--- config.mk ---
export PLATFORM = sky130hd
export DESIGN_NAME = bc_orbit_sequencer
export DESIGN_NICKNAME = d
export VERILOG_FILES = /design/src/rtl/bc_orbit_sequencer.sv
export SDC_FILE = /design/constraint.sdc
export NUM_CORES = 1
export LEC_CHECK = 0
export ABC_AREA = 1
export BUFFER_PORTS_ARGS = -buffer_cell sky130_fd_sc_hd__clkbuf_2
export CAP_MARGIN = 20
export CORE_MARGIN = 2
export CORE_UTILIZATION = 30
export DETAILED_ROUTE_END_ITERATION = 12
export SLEW_MARGIN = 5
export SYNTH_ARGS = -nofsm -noshare
export SYNTH_HDL_FRONTEND = slang
export SYNTH_SLANG_ARGS = --single-unit
--- constraint.sdc ---
create_clock -name clk -period 2.35 [get_ports clk]
set_input_delay 0.47 -clock clk [delete_from_list [all_inputs] [get_ports clk]]
set_output_delay 0.47 -clock clk [all_outputs]
set_load 0.01 [all_outputs]
--- src/rtl/bc_orbit_sequencer.sv ---
`default_nettype none
// ============================================================================
// Module   : bc_orbit_sequencer
// Purpose  : Locks the bunch counter to the orbit marker, tracks orbit phase,
//            counts orbits, flags sync errors and generates a readout window.
// Revision : 1.0
// ============================================================================
module bc_orbit_sequencer #(
    parameter int BITS       = 12,
    parameter int ORBIT_LEN  = 3564,
    parameter int ORBIT_BITS = 16,
    parameter int WIN_START  = 0,
    parameter int WIN_LEN    = 16,
    parameter int MAX_ERR    = 3
) (
    input  logic                  clk,
    input  logic                  rst_n,
    input  logic                  i_enable,
    input  logic                  i_bc0,
    output logic                  o_bc_rst,
    output logic [BITS-1:0]       o_phase,
    output logic [ORBIT_BITS-1:0] o_orbit,
    output logic                  o_locked,
    output logic                  o_window,
    output logic                  o_sync_err
);

    localparam int                 c_ERR_W     = $clog2(MAX_ERR + 1);
    localparam logic [BITS-1:0]    c_LAST      = BITS'(ORBIT_LEN - 1);
    localparam logic [BITS-1:0]    c_WIN_FIRST = BITS'(WIN_START);
    localparam logic [BITS:0]      c_WIN_LEN   = (BITS + 1)'(WIN_LEN);
    localparam logic [c_ERR_W-1:0] c_MAX_ERR   = c_ERR_W'(MAX_ERR);

    typedef enum logic [1:0] {
        S_IDLE     = 2'd0,
        S_WAIT_BC0 = 2'd1,
        S_LOCK     = 2'd2,
        S_LOST     = 2'd3
    } state_t;

    state_t                  r_state;
    logic [BITS-1:0]         r_phase;
    logic [ORBIT_BITS-1:0]   r_orbit;
    logic [c_ERR_W-1:0]      r_err_cnt;
    logic                    r_bc_rst;
    logic                    r_locked;
    logic                    r_window;
    logic                    r_sync_err;

    state_t                  w_state_nxt;
    logic [BITS-1:0]         w_phase_nxt;
    logic [ORBIT_BITS-1:0]   w_orbit_nxt;
    logic [c_ERR_W-1:0]      w_err_nxt;
    logic                    w_bc_rst_nxt;
    logic                    w_sync_err_nxt;
    logic                    w_window_nxt;
    logic                    w_wrap;
    logic                    w_fault;
    logic [c_ERR_W-1:0]      w_err_inc;
    logic [BITS-1:0]         w_win_off;

    assign w_wrap    = (r_phase == c_LAST);
    // Marker off the wrap phase is misaligned, no marker on it is missing.
    assign w_fault   = i_bc0 ^ w_wrap;
    assign w_err_inc = r_err_cnt + c_ERR_W'(1);

    always_comb begin
        w_state_nxt    = r_state;
        w_phase_nxt    = '0;
        w_orbit_nxt    = r_orbit;
        w_err_nxt      = r_err_cnt;
        w_bc_rst_nxt   = 1'b1;
        w_sync_err_nxt = 1'b0;
        if (!i_enable) begin
            w_state_nxt = S_IDLE;
            w_orbit_nxt = '0;
            w_err_nxt   = '0;
        end else begin
            case (r_state)
                S_IDLE: w_state_nxt = S_WAIT_BC0;
                S_WAIT_BC0: begin
                    if (i_bc0) begin
                        w_state_nxt  = S_LOCK;
                        w_bc_rst_nxt = 1'b0;
                        w_orbit_nxt  = '0;
                        w_err_nxt    = '0;
                    end
                end
                S_LOCK: begin
                    w_phase_nxt  = w_wrap ? '0 : r_phase + BITS'(1);
                    w_orbit_nxt  = w_wrap ? r_orbit + ORBIT_BITS'(1) : r_orbit;
                    w_bc_rst_nxt = (w_phase_nxt == c_LAST);
                    if (w_fault) begin
                        w_sync_err_nxt = 1'b1;
                        w_err_nxt      = w_err_inc;
                        if (w_err_inc == c_MAX_ERR) begin
                            w_state_nxt  = S_LOST;
                            w_phase_nxt  = '0;
                            w_bc_rst_nxt = 1'b1;
                        end
                    end else if (w_wrap) begin
                        w_err_nxt = '0;
                    end
                end
                S_LOST:  w_state_nxt = S_WAIT_BC0;
                default: w_state_nxt = S_IDLE;
            endcase
        end
    end

    // Offset subtraction wraps below WIN_START, so one compare bounds both ends.
    assign w_win_off    = w_phase_nxt - c_WIN_FIRST;
    assign w_window_nxt = (w_state_nxt == S_LOCK) && ({1'b0, w_win_off} < c_WIN_LEN);

    always_ff @(posedge clk or negedge rst_n) begin
        if (!rst_n) begin
            r_state    <= S_IDLE;
            r_phase    <= '0;
            r_orbit    <= '0;
            r_err_cnt  <= '0;
            r_bc_rst   <= 1'b1;
            r_locked   <= 1'b0;
            r_window   <= 1'b0;
            r_sync_err <= 1'b0;
        end else begin
            r_state    <= w_state_nxt;
            r_phase    <= w_phase_nxt;
            r_orbit    <= w_orbit_nxt;
            r_err_cnt  <= w_err_nxt;
            r_bc_rst   <= w_bc_rst_nxt;
            r_locked   <= (w_state_nxt == S_LOCK);
            r_window   <= w_window_nxt;
            r_sync_err <= w_sync_err_nxt;
        end
    end

    assign o_bc_rst   = r_bc_rst;
    assign o_phase    = r_phase;
    assign o_orbit    = r_orbit;
    assign o_locked   = r_locked;
    assign o_window   = r_window;
    assign o_sync_err = r_sync_err;

endmodule
`default_nettype wire

* Yosys cells after proc, flatten, opt, wreduce, memory -nomap -nowiden
Cells that the tools add are included.
** Word-level totals
- Bits in registers :: 36
- Bits of input ports :: 4
** Cells by class
- Eq/ne operators :: 11
- Reduce and logical (&&, ||, !) cells :: 5
- Add/subtract/negate cells :: 3
- Bitwise operators :: 1
- $lt $le $gt $ge :: 1
- Muxes and demuxes :: 27
** Operators with widths (number)
- $mux W12 :: 5
- $mux W16 :: 3
- $pmux W16 S2 :: 1
- $eq A12 B12 Y1 const B :: 2
- $add A16 B1 Y16 const B :: 1
- $mux W2 :: 8
- $add A12 B1 Y12 const B :: 1
- $lt A12 B5 Y1 const B :: 1
- $eq A2 B2 Y1 const B :: 4
- $mux W1 :: 7
- $ne A3 B3 Y1 const B :: 2
- $pmux W2 S3 :: 1
- $reduce_and A3 Y1 :: 2
- $ne A4 B4 Y1 const B :: 1
- $pmux W2 S2 :: 1
- $ne A3 B1 Y1 const B :: 1
- $add A2 B1 Y2 const B :: 1
- $eq A2 B1 Y1 const B :: 1
- $logic_not A2 Y1 :: 1
- $pmux W1 S2 :: 1
- $reduce_or A2 Y1 :: 1
- $logic_and A1 B1 Y1 :: 1
- $xor A1 B1 Y1 :: 1

* Longest topological paths before layout
- Depth in word-level cells :: 8
- Depth in mapped cells :: 13
- Gate-level depth less buffers :: 12

* Worst setup path before layout
OpenSTA, ideal clock, no wires.
- Path type :: register -> register
- Start :: register r_state[0]
- End :: register r_orbit[12] (netlist: o_orbit[12])
- Stages on the path, launching flop included :: 10
- Setup time :: 0.078 ns
- Arrival :: 1.621 ns
- Path slack :: 0.651 ns
- Period minus slack after synthesis :: 1.699 ns
- Required time :: 2.272 ns
- Cells stage by stage :: dfrtp_1 > inv_1 > ha_1 > nand2_1 > clkinv_1 > a21oi_4 > buf_6 > nand2_2 > o21bai_1 > a21boi_1
** Between the ends
- Word-level cells in the longest chain between the ends :: 3
- Elaborated cells on any way between the ends :: 8
- Those cells by class :: 5 x eq/ne; 2 x mux; 1 x reduce/logical
** Ends and longest elaborated chain
- from (decl) :: RTL line 41 : state_t r_state;
- from (signal assigned) :: RTL line 126 : r_state <= w_state_nxt;
- $eq A2 B2 Y1 / $eq A2 B1 Y1 (equally long branches) :: RTL line 79 : case (r_state)
- $ne A3 B1 Y1 (no line), or another cell as far along
- $reduce_and A3 Y1 (no line) / $mux W16 (equally long branches)
- to (signal assigned) :: RTL line 128 : r_orbit <= w_orbit_nxt;
- to (decl) :: RTL line 43 : logic [ORBIT_BITS-1:0] r_orbit;
Several ways; a longest one is shown, not always the timed one.
A chain may end at the register's enable or synchronous reset.

* Worst setup path after layout
- Start :: register r_phase[0] (netlist: o_phase[0])
- End :: register r_err_cnt[0]
** Between the ends
- Word-level cells in the longest chain between the ends :: 5
- Elaborated cells on any way between the ends :: 7
- Those cells by class :: 2 x eq/ne; 3 x mux; 1 x bitwise; 1 x reduce/logical
** Ends and longest elaborated chain
- from (decl) :: RTL line 42 : logic [BITS-1:0] r_phase;
- from (signal assigned) :: RTL line 127 : r_phase <= w_phase_nxt;
- $eq A12 B12 Y1 * :: RTL line 62 : assign w_wrap = (r_phase == c_LAST);
- $xor A1 B1 Y1 :: RTL line 64 : assign w_fault = i_bc0 ^ w_wrap;
- $mux W2 :: RTL line 93 : if (w_fault) begin
- $pmux W2 S2 :: RTL line 79
- $mux W2 :: RTL line 74 : if (!i_enable) begin
- to (signal assigned) :: RTL line 129 : r_err_cnt <= w_err_nxt;
- to (decl) :: RTL line 44 : logic [c_ERR_W-1:0] r_err_cnt;
Every way passes the cells marked *; elsewhere a longest branch is shown, timed or not.

==> flow_summary.yaml <==
worst_setup_path:
  crit_arrival_ns: 2.36
  path_cells: "ha_1 > nand2_1 > nor2_4 > nand3_4 > a21oi_4 > inv_2 > o21ai_0 > nand3_1 > o21ai_0"
  worst_path_dominant_cell_family: "compound AO/OA/AOI/OAI gates"
  critical_path.max_fanout: 18
  r2r-start: "o_phase[0]$_DFF_PN0_"
  worst_path_largest_cell_delay_ns: 0.40
  critical_path.slowest_cell: "dfrtp_1"
  worst_reg2reg_path_endpoint: "r_err_cnt[0]$_DFFE_PN0P_"
  critPathLaunchType: "flip-flop"
  number_of_buffer_and_inverter_stages_on_the_critical_path: 1
  critPathKind: "flip-flop to flip-flop"
  rrSetupSlack_ns: 0.20
  worstRegToRegCells: 9
  setup.worst_path.end_class: "flip-flop"
  critical-path-top-cell-by-count: "o21ai_0"
  critical_path_required_ns: 2.56
cells_and_area:
  share_of_cells_above_drive_strength_1: 0.169
  design.final.nets: 354
  post-route-util: 0.360
  fin_cells: 443
  antenna_cells_inserted: 0
  layout-area-overhead-vs-synth_pct: 18.1
global_routing:
  grtUsageTotal: 0.140
  grt_pass1_wl_um: 8810
  gr-total-overflow: 0
  first_global_vias: 2003
  antenna_found_initial: 0
  largest_net_degree_at_the_start_of_global_routing: 37
routing:
  post-route-drc-count: 0
  route.final.wire_length_um: 5150
  final_routed_wire_length_divided_by_cell_count_um: 11.6
  route.vias.total: 2060
  drt_first_pass_iters: 4
  via_density_per_instance: 4.65
  final_antenna_net_count: 0
  number_of_design_rule_violations_left_by_the_first_detailed_router_iteration: 113
die:
  pin_count: 36
  fp.dieH_um: 89.1
  placement_rows: 31
  fp.dieArea_um2: 7950
  core_region_area_um2: 7140
  die_w_um: 89.1
  initial_core_util: 0.305
status:
  run_status: "completed"
timing:
  final_critical_path_setup_slack_ns: 0.202
  finalCritPeriodShare: 0.914
  setup_viol: 0
  final_period_minus_worst_setup_slack_ns: 2.15
  report.final.slew_viol_count: 0
  finalSetupTns_ns: 0
  max-slew-margin-rel: 0.657
  setup_repair_after_global_routing_missed_its_margin: "no"
  finalHoldViolations: 0
  final.setup_skew_ns: 0.00373
  fmax_mhz: 466
  worst-slew-pin-transition_ns: 0.512
cts:
  cts_buffers: 5
  cts_tree: "built"
  clock-sinks: 36
  cts.htree.levels: 2
  clk_latency_ns: 0.29
  clk_pin_slew_worst_paths_ns: 0.07
  cts_post_setup_buffers_inserted: 0
  clock_tree_root: "clkbuf_8"
  cts_hold_buffers: 0
  cts-resized-gates: 0
  ctsLongestPathBuffers: 2
power:
  vdd_ir_drop_max_mv: 0.303
  power_density_nw_per_um2: 630
  total_leakage_power_nw: 1.23
synth:
  synth.area.top_cells: "dfrtp_1 (40%), nand2_1 (14%), nor2_1 (7.8%)"
  area_share_of_the_largest_cell_type_after_synthesis: 0.403
  count_of_different_cell_masters_after_synthesis: 33
  syn_inst: 303
  synth.yosys.warnings: 0
  synth.ff_latch_count: 36
  async_flop_share: 1.00
  post-synth-top-count-cell: "nand2_1"
  synth_edf_count: 0
  synth-seq-area-share: 0.415
  synthTopCellsByCount: "nand2_1 (79), nor2_1 (45), inv_1 (41)"
  post_synth.cell_area_avg_um2: 7.18
  mappedNetlistArea_um2: 2170
  postSynth.topFlopCell: "dfrtp_1"
  post-synth-top-area-cell: "dfrtp_1"
  synthesis.nets: 314
run:
  maxCapViolations: 0
placed_design:
  io_buffer_count: 35
  gpl.final_weighted_congestion: 0.823
  place_hpwl_um: 3980
  place_inst: 435
  placement.setup.worst_slack_ns: 0.229
hold_path:
  hold_class: "primary input to async pin"
## worst reg2reg max path, cell delays in order (launching register included)
cell and delay, ns:
dfrtp_1 0.40, ha_1 0.27, nand2_1 0.16, nor2_4 0.14, nand3_4 0.13, a21oi_4 0.35
inv_2 0.22, o21ai_0 0.21, nand3_1 0.10, o21ai_0 0.09
## cells in the final DEF, fill, tap and decap left out, types with 2 or more instances in the layout
cell type	count
clkbuf_2	35
nand4_1	9
nor3b_1	2
o21bai_1	2
inv_1	41
clkbuf_8	5
o21ai_0	12
nand2_2	3
inv_2	2
nor2_2	3
buf_4	2
a21oi_1	13
nor2_1	45
ha_1	7
nor3_1	8
nand2_1	79
nand3_1	23
dfrtp_1	35
## area by class of cell
class,instances,area [um2]
Fill cell,776,4570
Clock buffer,6,72.6
Inverter,44,165
Timing Repair Buffer,37,190
Sequential cell,36,902
Tap cell,99,124
Multi-Input combinational cell,219,1080
Clock inverter,2,35.0
## routing by layer
layer / vias up / track usage / share of wire
li1: 1049 / - / -
met5: - / 0 / 0
met4: 0 / 0.0407 / 0.015
met3: 9 / 0.0295 / 0.047
met2: 54 / 0.230 / 0.44
met1: 948 / 0.188 / 0.49
## metrics by stage
step | hold WS (ns) | total power [mW] | instance area (um2)
CTS | 0.225 | 1.64 | 2570
global route | 0.256 | 1.72 | 2570
floorplan | 0.174 | 0.991 | 2170
detailed placement | 0.490 | 1.09 | 2460
finish | 0.211 | 1.62 | 2570
global placement | 0.469 | 1.08 | 2460
## kinds of logic after synthesis
kind of cell | share of synthesized area
AOI/OAI and AO/OA | 0.0926
xor gates and xnor gates | 0.00403
adders and majority gates | 0.0403
buffers and inverters | 0.0892
DFF | 0.415
and+or+nand+nor | 0.359
## where the power goes
group / switching, mW / leakage (nW) / internal, mW
Combinational: 0.274 / 0.678 / 0.112
Sequential: 0.0267 / 0.497 / 0.667
Clock: 0.225 / 0.0552 / 0.315
Total: 0.525 / 1.23 / 1.09
## flip-flops by register name, summed over array words and instances, names as in the netlist
signal / flops
r_state: 2
o_locked: 1
o_phase: 12
o_window: 1
o_bc_rst: 1
o_sync_err: 1
o_orbit: 16
r_err_cnt: 2
## how the worst max path moves through the flow
stage,start,endpoint,slack (ns),cells after the start
final,o_phase[0]$_DFF_PN0_,r_err_cnt[0]$_DFFE_PN0P_,0.20,9
after global routing,o_phase[1]$_DFF_PN0_,r_err_cnt[0]$_DFFE_PN0P_,0.01,9
after CTS,o_phase[0]$_DFF_PN0_,r_err_cnt[0]$_DFFE_PN0P_,0.21,9
after detailed placement,o_phase[0]$_DFF_PN0_,r_err_cnt[0]$_DFFE_PN0P_,0.23,9
after global placement,o_phase[1]$_DFF_PN0_,r_err_cnt[1]$_DFFE_PN0P_,0.37,9
after floorplan,r_state[0]$_DFF_PN0_,o_orbit[12]$_DFFE_PN0P_,0.65,9
No activity file was read; power rests on OpenSTA's default activity.
